===== src/rtl/coo_pkg.sv =====
// coo_pkg: entry and state types shared by the COO stream memory.
// Entry field widths track the default node count and weight width.
package coo_pkg;
    localparam int COO_NUM_NODES = 6;
    localparam int COO_VAL_BW = 8;
    localparam int COO_IDX_BW = $clog2(COO_NUM_NODES);

    typedef struct packed {
        logic [COO_IDX_BW-1:0] row;
        logic [COO_IDX_BW-1:0] col;
        logic [COO_VAL_BW-1:0] val;
    } coo_entry_t;

    typedef enum logic [1:0] {
        ST_IDLE   = 2'd0,
        ST_STREAM = 2'd1,
        ST_DONE   = 2'd2
    } coo_state_e;
endpackage


===== src/rtl/coo_entry_ram.sv =====
// coo_entry_ram: 1W/1R entry store with a registered read port.
// A same-cycle write to the read address is forwarded to the read data.
module coo_entry_ram
    import coo_pkg::*;
#(
    parameter int DEPTH = 64,
    parameter int AW = (DEPTH > 1) ? $clog2(DEPTH) : 1
) (
    input  logic          clk,
    input  logic          we,
    input  logic [AW-1:0] waddr,
    input  coo_entry_t    wdata,
    input  logic [AW-1:0] raddr,
    output coo_entry_t    rdata
);
    coo_entry_t mem [2**AW];
    coo_entry_t rdata_q;
    coo_entry_t rdata_d;

    always_comb begin
        rdata_d = mem[raddr];
        if (we && (waddr == raddr)) begin
            rdata_d = wdata;
        end
    end

    always_ff @(posedge clk) begin
        if (we) begin
            mem[waddr] <= wdata;
        end
        rdata_q <= rdata_d;
    end

    assign rdata = rdata_q;
endmodule


===== src/rtl/coo_stream_mem.sv =====
// coo_stream_mem: append-only COO edge table streamed out over valid/ready.
// The RAM always prefetches the entry after the one held on out_*.
module coo_stream_mem
    import coo_pkg::*;
#(
    parameter int NUM_NODES = COO_NUM_NODES,
    parameter int MAX_NNZ = 64,
    parameter int VAL_BW = COO_VAL_BW,
    parameter int IDX_BW = $clog2(NUM_NODES),
    parameter int CNT_BW = $clog2(MAX_NNZ + 1)
) (
    input  logic              clk,
    input  logic              reset,
    input  logic              clear,
    input  logic              wr_en,
    input  logic [IDX_BW-1:0] wr_row,
    input  logic [IDX_BW-1:0] wr_col,
    input  logic [VAL_BW-1:0] wr_val,
    output logic              full,
    output logic              overflow,
    output logic [CNT_BW-1:0] nnz_count,
    input  logic              start,
    output logic              busy,
    output logic              out_valid,
    input  logic              out_ready,
    output logic [IDX_BW-1:0] out_row,
    output logic [IDX_BW-1:0] out_col,
    output logic [VAL_BW-1:0] out_val,
    output logic              out_last,
    output logic              done
);
    localparam int AW = (MAX_NNZ > 1) ? $clog2(MAX_NNZ) : 1;

    coo_state_e        state_q, state_d;
    logic [CNT_BW-1:0] nnz_q, nnz_d;
    logic [CNT_BW-1:0] idx_q, idx_d;
    logic              ovf_q, ovf_d;
    logic              out_valid_q, out_valid_d;
    logic              out_last_q, out_last_d;
    coo_entry_t        out_q, out_d;
    coo_entry_t        rd_ent, wr_ent;
    logic              we;
    logic [AW-1:0]     raddr, waddr;
    logic [CNT_BW-1:0] idx_nxt;

    assign full    = (nnz_q == CNT_BW'(MAX_NNZ));
    assign idx_nxt = idx_q + CNT_BW'(1);
    assign waddr   = AW'(nnz_q);
    assign wr_ent  = '{row: wr_row, col: wr_col, val: wr_val};

    always_comb begin
        state_d     = state_q;
        nnz_d       = nnz_q;
        idx_d       = idx_q;
        ovf_d       = ovf_q;
        out_valid_d = out_valid_q;
        out_last_d  = out_last_q;
        out_d       = out_q;
        we          = 1'b0;
        raddr       = '0;
        unique case (state_q)
            ST_IDLE: begin
                if (clear) begin
                    nnz_d = '0;
                    ovf_d = 1'b0;
                end else if (start) begin
                    if (wr_en) begin
                        ovf_d = 1'b1;
                    end
                    if (nnz_q != '0) begin
                        state_d     = ST_STREAM;
                        idx_d       = '0;
                        out_d       = rd_ent;
                        out_valid_d = 1'b1;
                        out_last_d  = (nnz_q == CNT_BW'(1));
                        raddr       = AW'(1);
                    end else begin
                        state_d = ST_DONE;
                    end
                end else if (wr_en) begin
                    if (full) begin
                        ovf_d = 1'b1;
                    end else begin
                        we    = 1'b1;
                        nnz_d = nnz_q + CNT_BW'(1);
                    end
                end
            end
            ST_STREAM: begin
                raddr = AW'(idx_nxt);
                if (wr_en) begin
                    ovf_d = 1'b1;
                end
                if (out_ready) begin
                    if (out_last_q) begin
                        state_d     = ST_DONE;
                        out_valid_d = 1'b0;
                        out_last_d  = 1'b0;
                    end else begin
                        idx_d      = idx_nxt;
                        out_d      = rd_ent;
                        out_last_d = (idx_nxt == nnz_q - CNT_BW'(1));
                        raddr      = AW'(idx_nxt + CNT_BW'(1));
                    end
                end
            end
            ST_DONE: begin
                if (wr_en) begin
                    ovf_d = 1'b1;
                end
                state_d = ST_IDLE;
            end
            default: state_d = ST_IDLE;
        endcase
    end

    always_ff @(posedge clk) begin
        if (!reset) begin
            state_q     <= ST_IDLE;
            nnz_q       <= '0;
            idx_q       <= '0;
            ovf_q       <= 1'b0;
            out_valid_q <= 1'b0;
            out_last_q  <= 1'b0;
            out_q       <= '0;
        end else begin
            state_q     <= state_d;
            nnz_q       <= nnz_d;
            idx_q       <= idx_d;
            ovf_q       <= ovf_d;
            out_valid_q <= out_valid_d;
            out_last_q  <= out_last_d;
            out_q       <= out_d;
        end
    end

    coo_entry_ram #(
        .DEPTH(MAX_NNZ),
        .AW   (AW)
    ) u_ram (
        .clk  (clk),
        .we   (we),
        .waddr(waddr),
        .wdata(wr_ent),
        .raddr(raddr),
        .rdata(rd_ent)
    );

    assign nnz_count = nnz_q;
    assign overflow  = ovf_q;
    assign busy      = (state_q == ST_STREAM);
    assign done      = (state_q == ST_DONE);
    assign out_valid = out_valid_q;
    assign out_last  = out_last_q;
    assign out_row   = out_q.row;
    assign out_col   = out_q.col;
    assign out_val   = out_q.val;
endmodule


===== config.mk =====
export PLATFORM = sky130hd
export DESIGN_NAME = coo_stream_mem
export DESIGN_NICKNAME = d
export VERILOG_FILES = /design/src/rtl/coo_pkg.sv /design/src/rtl/coo_entry_ram.sv /design/src/rtl/coo_stream_mem.sv
export SDC_FILE = /design/constraint.sdc
export NUM_CORES = 1
export LEC_CHECK = 0
export ABC_CLOCK_PERIOD_IN_PS = 5100
export BUFFER_PORTS_ARGS = -buffer_cell sky130_fd_sc_hd__buf_4
export CAP_MARGIN = 20
export CORE_UTILIZATION = 40
export DETAILED_ROUTE_END_ITERATION = 16
export GPL_TIMING_DRIVEN = 0
export MAX_ROUTING_LAYER = met4
export PLACE_DENSITY = 0.52
export SKIP_LAST_GASP = 1
export SYNTH_ARGS = -nofsm -noshare
export SYNTH_HDL_FRONTEND = slang
export SYNTH_HIERARCHICAL = 1
export SYNTH_SLANG_ARGS = --single-unit
export TNS_END_PERCENT = 5

===== constraint.sdc =====
create_clock -name clk -period 5.1 [get_ports clk]
set_clock_uncertainty 0.1 [all_clocks]
set_input_delay 1.275 -clock clk [delete_from_list [all_inputs] [get_ports clk]]
set_output_delay 1.275 -clock clk [all_outputs]
set_load 0.05 [all_outputs]

==> metrics.md, run 1 <==
| Metric | Value |
|---|---|
| Met3 Usage GRT | `under 10%` |
| Fillers | `roughly 7600` |
| Area Overhead vs Synth | `15.24%` |
| Worst reg2reg path endpoint | `u_ram/mem[46][2]$_DFFE_PP_` |
| CTS tree | `yes` |
| # Max-Cap Violations | `0` |
| Peak VDD IR | `0.0002509 V` |
| Outcome | `completed` |
| Final Cycle Share | `about 97%` |
| Reg-to-reg startpoint | `nnz_count[0]$_SDFFE_PN0P_` |
| First-pass GRT wire length | `141200 um` |
| Post-Synthesis Cells | `between 1500 and 2000` |
| Register area | `27690 sq um` |
| CP Max Fanout | `16` |
| CP startpoint | `nnz_count[0]$_SDFFE_PN0P_` |
| Top cell type's share of synthesized area | `73.19%` |
| Worst Tran Pin Value | `1.031 ns` |
| Async set-reset flop share out of synthesis | `0%` |
| Clk root buf | `clkbuf_16` |
| Power Density | `393.6 nW/um^2` |
| Most frequent cells in the layout | `edfxtp_1 (896), mux4_2 (224), clkbuf_16 (96), nand2_1 (77), buf_4 (63)` |
| Chip Height | `305.2 um` |
| Worst Hold Launch | `out_val[0]$_SDFFE_PN0P_` |
| Yosys warnings | `6` |
| Final nets | `2035` |
| Minimum hold slack | `0.3817 ns` |
| # hold bufs at CTS | `0` |
| Worst setup margin | `about 0.17 ns` |
| Crit end category | `flip-flop` |
| Global route overflow | `0` |
| Initial Utilization | `40.59%` |
| Die X | `305.2 um` |
| Total Routing Usage GR | `roughly 22%` |
| R2r worst-path depth | `7` |
| Met2 Use GR | `32.65%` |
| Worst EP arrival | `5.10 ns` |
| Layout cells sized above 1 | `28.40%` |
| Most common cell after layout, fill and taps aside | `edfxtp_1` |
| Worst EP required | `5.26 ns` |
| Via count | `about 19000` |
| Max-slew violations | `0` |
| CTS buffer count | `95` |
| Max H-tree Level | `3` |
| Antenna Violating Nets Remaining | `0` |
| Die ar. | `93120 sq um` |
| Startpoint type of the worst setup path | `flip-flop` |
| Drt drc | `0` |
| Vias in the first global route | `~19000` |
| Post-CTS sizing | `0` |
| CTS sink count | `about 940` |
| Final setup viols | `0` |
| RSZ-0062 raised after global routing | `yes` |
| Syn nets | `approximately 1900` |
| Max Clock Freq | `202.7 MHz` |
| Number of flops mapped to enable cells by yosys | `896` |
| Mean Syn Cell Area | `20.19 sq um` |
| Final hold vios | `0` |
| Post-DP HPWL | `65080 um` |
| Register area share after synthesis | `75.31%` |
| Initial DRC count | `2119` |
| Post-synth cell types | `56` |
| GRT met1 Usage | `roughly a third` |
| Headroom to the max-slew limit | `30.56%` |
| Row cnt | `110` |
| Final WL | `between 90000 and 100000 um` |
| Worst hold endpoint | `out_val[0]$_SDFFE_PN0P_` |
| Top_reg_cell synth | `edfxtp_1` |
| Final GP Congestion | `0.9687` |
| Worst reg2reg setup slack | `0.17 ns` |
| Mapped cell area | `36760 sq um` |
| Synth top area cells | `edfxtp_1 (73%), mux4_2 (14%), dfxtp_1 (2.1%)` |
| Cell taking the most area after synthesis | `edfxtp_1` |
| Initial antenna violation count | `1` |
| Minimum period implied by the final worst setup slack | `4.933 ns` |
| Wire length per cell | `30.60 um` |
| IO Pins | `47` |
| Multi-input logic area | `approximately 8600 sq um` |
| Hold WC Path Type | `reg2reg` |
| Hold path depth | `2` |
| Synthesized flop and latch total | `935` |
| Critical path type | `reg2reg` |
| Vias per cell | `5.842` |
| IO buf count | `44` |
| Post-place setup slack | `0.03873 ns` |
| Postcts setup bufs | `0` |
| Core area | `between 90000 and 100000 sq um` |
| CTS Buffer Depth | `3` |
| Busiest metal layer after global routing | `met2` |
| Reg clk slew, reported paths | `around 0.060 ns` |
| Worst-skew pair later-pin latency | `0.64 ns` |
| Leak | `12.89 nW` |
| Initial DRT Pass Iterations | `5` |
| Largest net degree at the start of global routing | `65` |
[kinds of logic after synthesis]
| family | Yosys count | share of synthesized area, % |
|---|---|---|
| mux | 264 | 14.88 |
| fa+ha+maj | 10 | 0.3403 |
| xor+xnor | 21 | 0.5003 |
| flops | 935 | 75.31 |
| simple gates | 288 | 3.676 |
| compound gates | 188 | 3.533 |
| buf+inv | 115 | 1.763 |
[Yosys cell counts (21+ instances only)]
cell and instances:
nor2b_1 27, a21oi_1 24, nor2_1 101, o21ai_0 30
nand2b_1 22, buf_2 32, nand2_1 77, edfxtp_1 896
dfxtp_1 39, mux4_2 224, mux2i_1 21, a211oi_1 23
clkbuf_1 37
[how the worst max path moves through the flow]
| stage | cells past startpoint | endpoint |
|---|---|---|
| final | 7 | u_ram/mem[46][2]$_DFFE_PP_ |
| after floorplan | 7 | u_ram/mem[49][0]$_DFFE_PP_ |
| after CTS | 7 | u_ram/mem[46][1]$_DFFE_PP_ |
| after detailed placement | 7 | u_ram/mem[46][1]$_DFFE_PP_ |
| after global routing | 7 | u_ram/mem[46][2]$_DFFE_PP_ |
| after global placement | 7 | u_ram/mem[49][2]$_DFFE_PP_ |
[worst max-delay path, stage by stage (launching register included)]
cell	delay (ns)
dfxtp_1	0.75
inv_1	0.19
ha_1	0.31
a311oi_1	0.76
and2_1	0.45
nor2b_1	0.31
nand3_1	0.62
nor2_2	1.03
[stage by stage]
| stage | instances | setup TNS, ns | utilization (%) | power [mW] | cell area (sq um) |
|---|---|---|---|---|---|
| finish | 3259 | 0 | 46.78 | 16.68 | 42370 |
| global route | 3258 | -0.01321 | 46.78 | 17.18 | 42360 |
| CTS | 3256 | 0 | 46.76 | 16.85 | 42350 |
| detailed placement | 3083 | 0 | 43.37 | 9.935 | 39280 |
| global placement | 3041 | -36.39 | 42.58 | 9.920 | 38560 |
| floorplan | 1821 | 0 | - | 9.412 | 36760 |
[layout make-up]
type                            count  area share (%)
Clock inverter                     58           1.412
Timing Repair Buffer               87           2.135
Multi-Input combinational cell    771           20.25
Antenna cell                        2         0.01181
Clock buffer                      115           5.839
Inverter                           10         0.08860
Buffer                            105           1.444
Sequential cell                   935           65.35
Tap cell                         1176           3.473
[per-layer routing]
layer	part of all wire (%)	up-vias
met5	0	-
met4	3.2	0
met3	6.2	180
met2	46	629
met1	45	10346
li1	-	7883
[power by group]
part | internal, mW | switching, mW | total, mW | leakage (nW)
sequential | 8.45 | 0.0480 | 8.50 | 8.37
clock | 4.05 | 2.86 | 6.91 | 1.49
combinational | 0.465 | 0.808 | 1.27 | 3.03
[registers in the layout (all words and copies together) (netlist names), named ones only]
name,cells
out_val,8
idx_q,7
out_valid,1
out_row,3
overflow,1
u_ram/mem,896
out_col,3
state_q,2
nnz_count,7
out_last,1
Note: power is estimated with default switching activity, not from simulation.
==> inputs of run 2 (changes only) <==
--- a/config.mk
+++ b/config.mk
@@ -8,11 +8,11 @@
 export ABC_CLOCK_PERIOD_IN_PS = 5100
 export BUFFER_PORTS_ARGS = -buffer_cell sky130_fd_sc_hd__buf_4
 export CAP_MARGIN = 20
-export CORE_UTILIZATION = 40
+export CORE_UTILIZATION = 45
 export DETAILED_ROUTE_END_ITERATION = 16
 export GPL_TIMING_DRIVEN = 0
 export MAX_ROUTING_LAYER = met4
-export PLACE_DENSITY = 0.52
+export PLACE_DENSITY = 0.57
 export SKIP_LAST_GASP = 1
 export SYNTH_ARGS = -nofsm -noshare
 export SYNTH_HDL_FRONTEND = slang
==> run 2 against run 1 <==
  * Cell area down 0.38%
  * Maximum frequency decreased by 0.58%
  * Sequential cell count stayed put
  * Global-route usage is 2.7 points higher
  * Largest cell class unchanged
  * Power is 0.13% higher
  * The run now ends with design-rule violations left
  * Clock power grew 0.6%
  * Critical path type unchanged
  * Die area decreased by 11%
  * Sequential power about the same
  * Cell count shrank 3.6%
  * Routed wire length is 1.6% lower
  * Core utilization up 5.5 points
  * First-iteration DRC count shrank 5.0%
==> metrics.md, run 2 (same netlist as run 1, synthesis figures left out) <==
| Metric | Value |
|---|---|
| Outcome | `finished, violations left (was completed)` |
| Failing checks | `design-rule violations` |
| Core Util, Final | `52.31% (was 46.78%)` |
| Critical-path cell list | `inv_1 > ha_1 > a311oi_1 > and2_1 > nor2b_1 > nand3_1 > nor2_2 (unchanged)` |
| Worst path top cell family by delay | `simple AND/OR/NAND/NOR gates (unchanged)` |
| CP bufs+invs | `1 (unchanged)` |
| Initial DRT Pass Iterations | `11 (was 5)` |
| Global route overflow | `0 (unchanged)` |
| Pwr Total | `16.70 mW (was 16.68 mW)` |
| Worst Tran Pin Value | `1.218 ns (was 1.031 ns)` |
| Crit end category | `flip-flop (unchanged)` |
| CTS sink count | `935 (unchanged)` |
| Worst reg2reg setup slack | `0.14 ns (was 0.17 ns)` |
| Worst EP arrival | `5.12 ns (was 5.10 ns)` |
| Worst-skew pair later-pin latency | `0.65 ns (was 0.64 ns)` |
| Minimum period implied by the final worst setup slack | `4.961 ns (was 4.933 ns)` |
| Initial Utilization | `45.57% (was 40.59%)` |
| R2r worst-path depth | `7 (unchanged)` |
| Largest net degree at the start of global routing | `65 (unchanged)` |
| Initial DRC count | `2012 (was 2119)` |
| # Max-Cap Violations | `0 (unchanged)` |
| Die X | `287.8 um (was 305.2 um)` |
| Die ar. | `82840 sq um (was 93120 sq um)` |
| Post-place setup slack | `0.1587 ns (was 0.03873 ns)` |
| CP Max Fanout | `16 (unchanged)` |
| Largest register by flop count | `u_ram/mem (unchanged)` |
| Most common cell after layout, fill and taps aside | `edfxtp_1 (unchanged)` |
| # hold bufs at CTS | `0 (unchanged)` |
| Post-DP HPWL | `63560 um (was 65080 um)` |
| Startpoint type of the worst setup path | `flip-flop (unchanged)` |
| Worst reg2reg path endpoint | `u_ram/mem[38][6]$_DFFE_PP_ (was u_ram/mem[46][2]$_DFFE_PP_)` |
| Max reg flops | `896 (unchanged)` |
| Final WL | `98130 um (was 99720 um)` |
| Max stage delay on crit path | `1.03 ns (about the same)` |
| Worst Hold Launch | `out_row[0]$_SDFFE_PN0P_ (was out_val[0]$_SDFFE_PN0P_)` |
| Vias per cell | `6.077 (was 5.842)` |
| Reg-to-reg startpoint | `nnz_count[0]$_SDFFE_PN0P_ (unchanged)` |
| Wire length per cell | `31.22 um (was 30.60 um)` |
| Max H-tree Level | `3 (unchanged)` |
| Hold path depth | `2 (unchanged)` |
| Most frequent cells in the layout | `edfxtp_1 (896), mux4_2 (224), clkbuf_16 (97), nand2_1 (77), buf_4 (67) (was edfxtp_1 (896), mux4_2 (224), clkbuf_16 (96), nand2_1 (77), buf_4 (63))` |
| Minimum hold slack | `0.3712 ns (was 0.3817 ns)` |
| Chip Height | `287.8 um (was 305.2 um)` |
| Final nets | `2032 (was 2035)` |
| Drt drc | `8 (was 0)` |
| Total Routing Usage GR | `24.87% (was 22.18%)` |
| IO buf count | `44 (unchanged)` |
| Final GP Congestion | `0.9711 (was 0.9687)` |
| Layout cells sized above 1 | `28.30% (was 28.40%)` |
| Final hold vios | `0 (unchanged)` |
| Via count | `19101 (was 19038)` |
| First-pass GRT wire length | `139100 um (was 141200 um)` |
| CTS tree | `yes (unchanged)` |
| Leak | `12.90 nW (was 12.89 nW)` |
| Core area | `80680 sq um (was 90560 sq um)` |
| Critical path type | `reg2reg (unchanged)` |
| Area Overhead vs Synth | `14.80% (was 15.24%)` |
| Final Cycle Share | `97.28% (was 96.72%)` |
| CTS Buffer Depth | `3 (unchanged)` |
| Max Clock Freq | `201.6 MHz (was 202.7 MHz)` |
| Vias in the first global route | `18817 (was 18856)` |
| Max-slew violations | `0 (unchanged)` |
| CP startpoint | `nnz_count[0]$_SDFFE_PN0P_ (unchanged)` |
| Final setup viols | `0 (unchanged)` |
| Antenna Violating Nets Remaining | `0 (unchanged)` |
| Power Density | `395.7 nW/um^2 (was 393.6 nW/um^2)` |
| Worst setup margin | `0.1387 ns (was 0.1674 ns)` |
| Peak VDD IR | `0.0003315 V (was 0.0002509 V)` |
| IO Pins | `47 (unchanged)` |
| Initial antenna violation count | `3 (was 1)` |
| RSZ-0062 raised after global routing | `yes (unchanged)` |
| Clk root buf | `clkbuf_16 (unchanged)` |
| Reg clk slew, reported paths | `0.06 ns (about the same)` |
| CP max-delay cell | `nor2_2 (unchanged)` |
| Worst hold endpoint | `out_row[0]$_SDFFE_PN0P_ (was out_val[0]$_SDFFE_PN0P_)` |
| Headroom to the max-slew limit | `17.93% (was 30.56%)` |
| Worst EP required | `5.26 ns (about the same)` |
| Row cnt | `104 (was 110)` |
| Hold WC Path Type | `reg2reg (unchanged)` |
| CTS buffer count | `95 (unchanged)` |
run 2: worst reg2reg max path, delay by kind of cell (launching register included):
family,cells,cell delay [ns]
AO/OA/AOI/OAI,1,0.73
adder cells (fa/ha/maj),1,0.31
buffers and inverters,1,0.20
flip-flops,1,0.77
AND/OR/NAND/NOR,4,2.47
run 2: area by class of cell:
cell class                 count  area (sq um)
clock inverter                56         566.8
tap                         1060          1326
multi-input combinational    771          8566
buffer                       105         610.6
timing repair buffer          84         862.1
fill                        6423         38470
sequential                   935         27690
clock buffer                 120          2544
inverter                      10         37.54
antenna                        2         5.005
run 2: what timing repair did:
item                       4_1_cts  5_1_grt
resized for setup                0        1
setup buffers                    0        0
setup endpoints to repair        0       33
run 2: metal layers:
layer	global-route usage, %	part of all wire, %	wire length [um]	up-vias
met5	-	0	0	-
met1	34.47	42	41050	10290
met2	38.09	48	47100	765
met4	7.474	3.0	2968	0
li1	-	-	-	7881
met3	4.065	7.2	7024	165
run 2: worst max path at each step:
stage	slack, ns	end	cells past startpoint
final	0.14	u_ram/mem[38][6]$_DFFE_PP_	7
after floorplan	1.00	u_ram/mem[49][0]$_DFFE_PP_	7
after CTS	0.22	u_ram/mem[38][6]$_DFFE_PP_	7
after detailed placement	0.16	u_ram/mem[62][6]$_DFFE_PP_	8
after global routing	-0.05	u_ram/mem[38][6]$_DFFE_PP_	7
after global placement	-0.20	u_ram/mem[30][2]$_DFFE_PP_	7
run 2: stage by stage:
step	instances	cell area (sq um)	TNS (ns)
2_1_floorplan	1821	36760	0
6_report	3143	42200	0
3_5_place_dp	2965	39090	0
3_3_place_gp	2925	38420	-20.90
4_1_cts	3141	42200	0
5_1_grt	3141	42200	-0.5937
run 2: power by group:
part           leakage [nW]  internal (mW)  switching, mW  total [mW]
sequential             8.37           8.45         0.0353        8.48
combinational          3.01          0.463          0.801        1.26
clock                  1.53           4.09           2.86        6.95
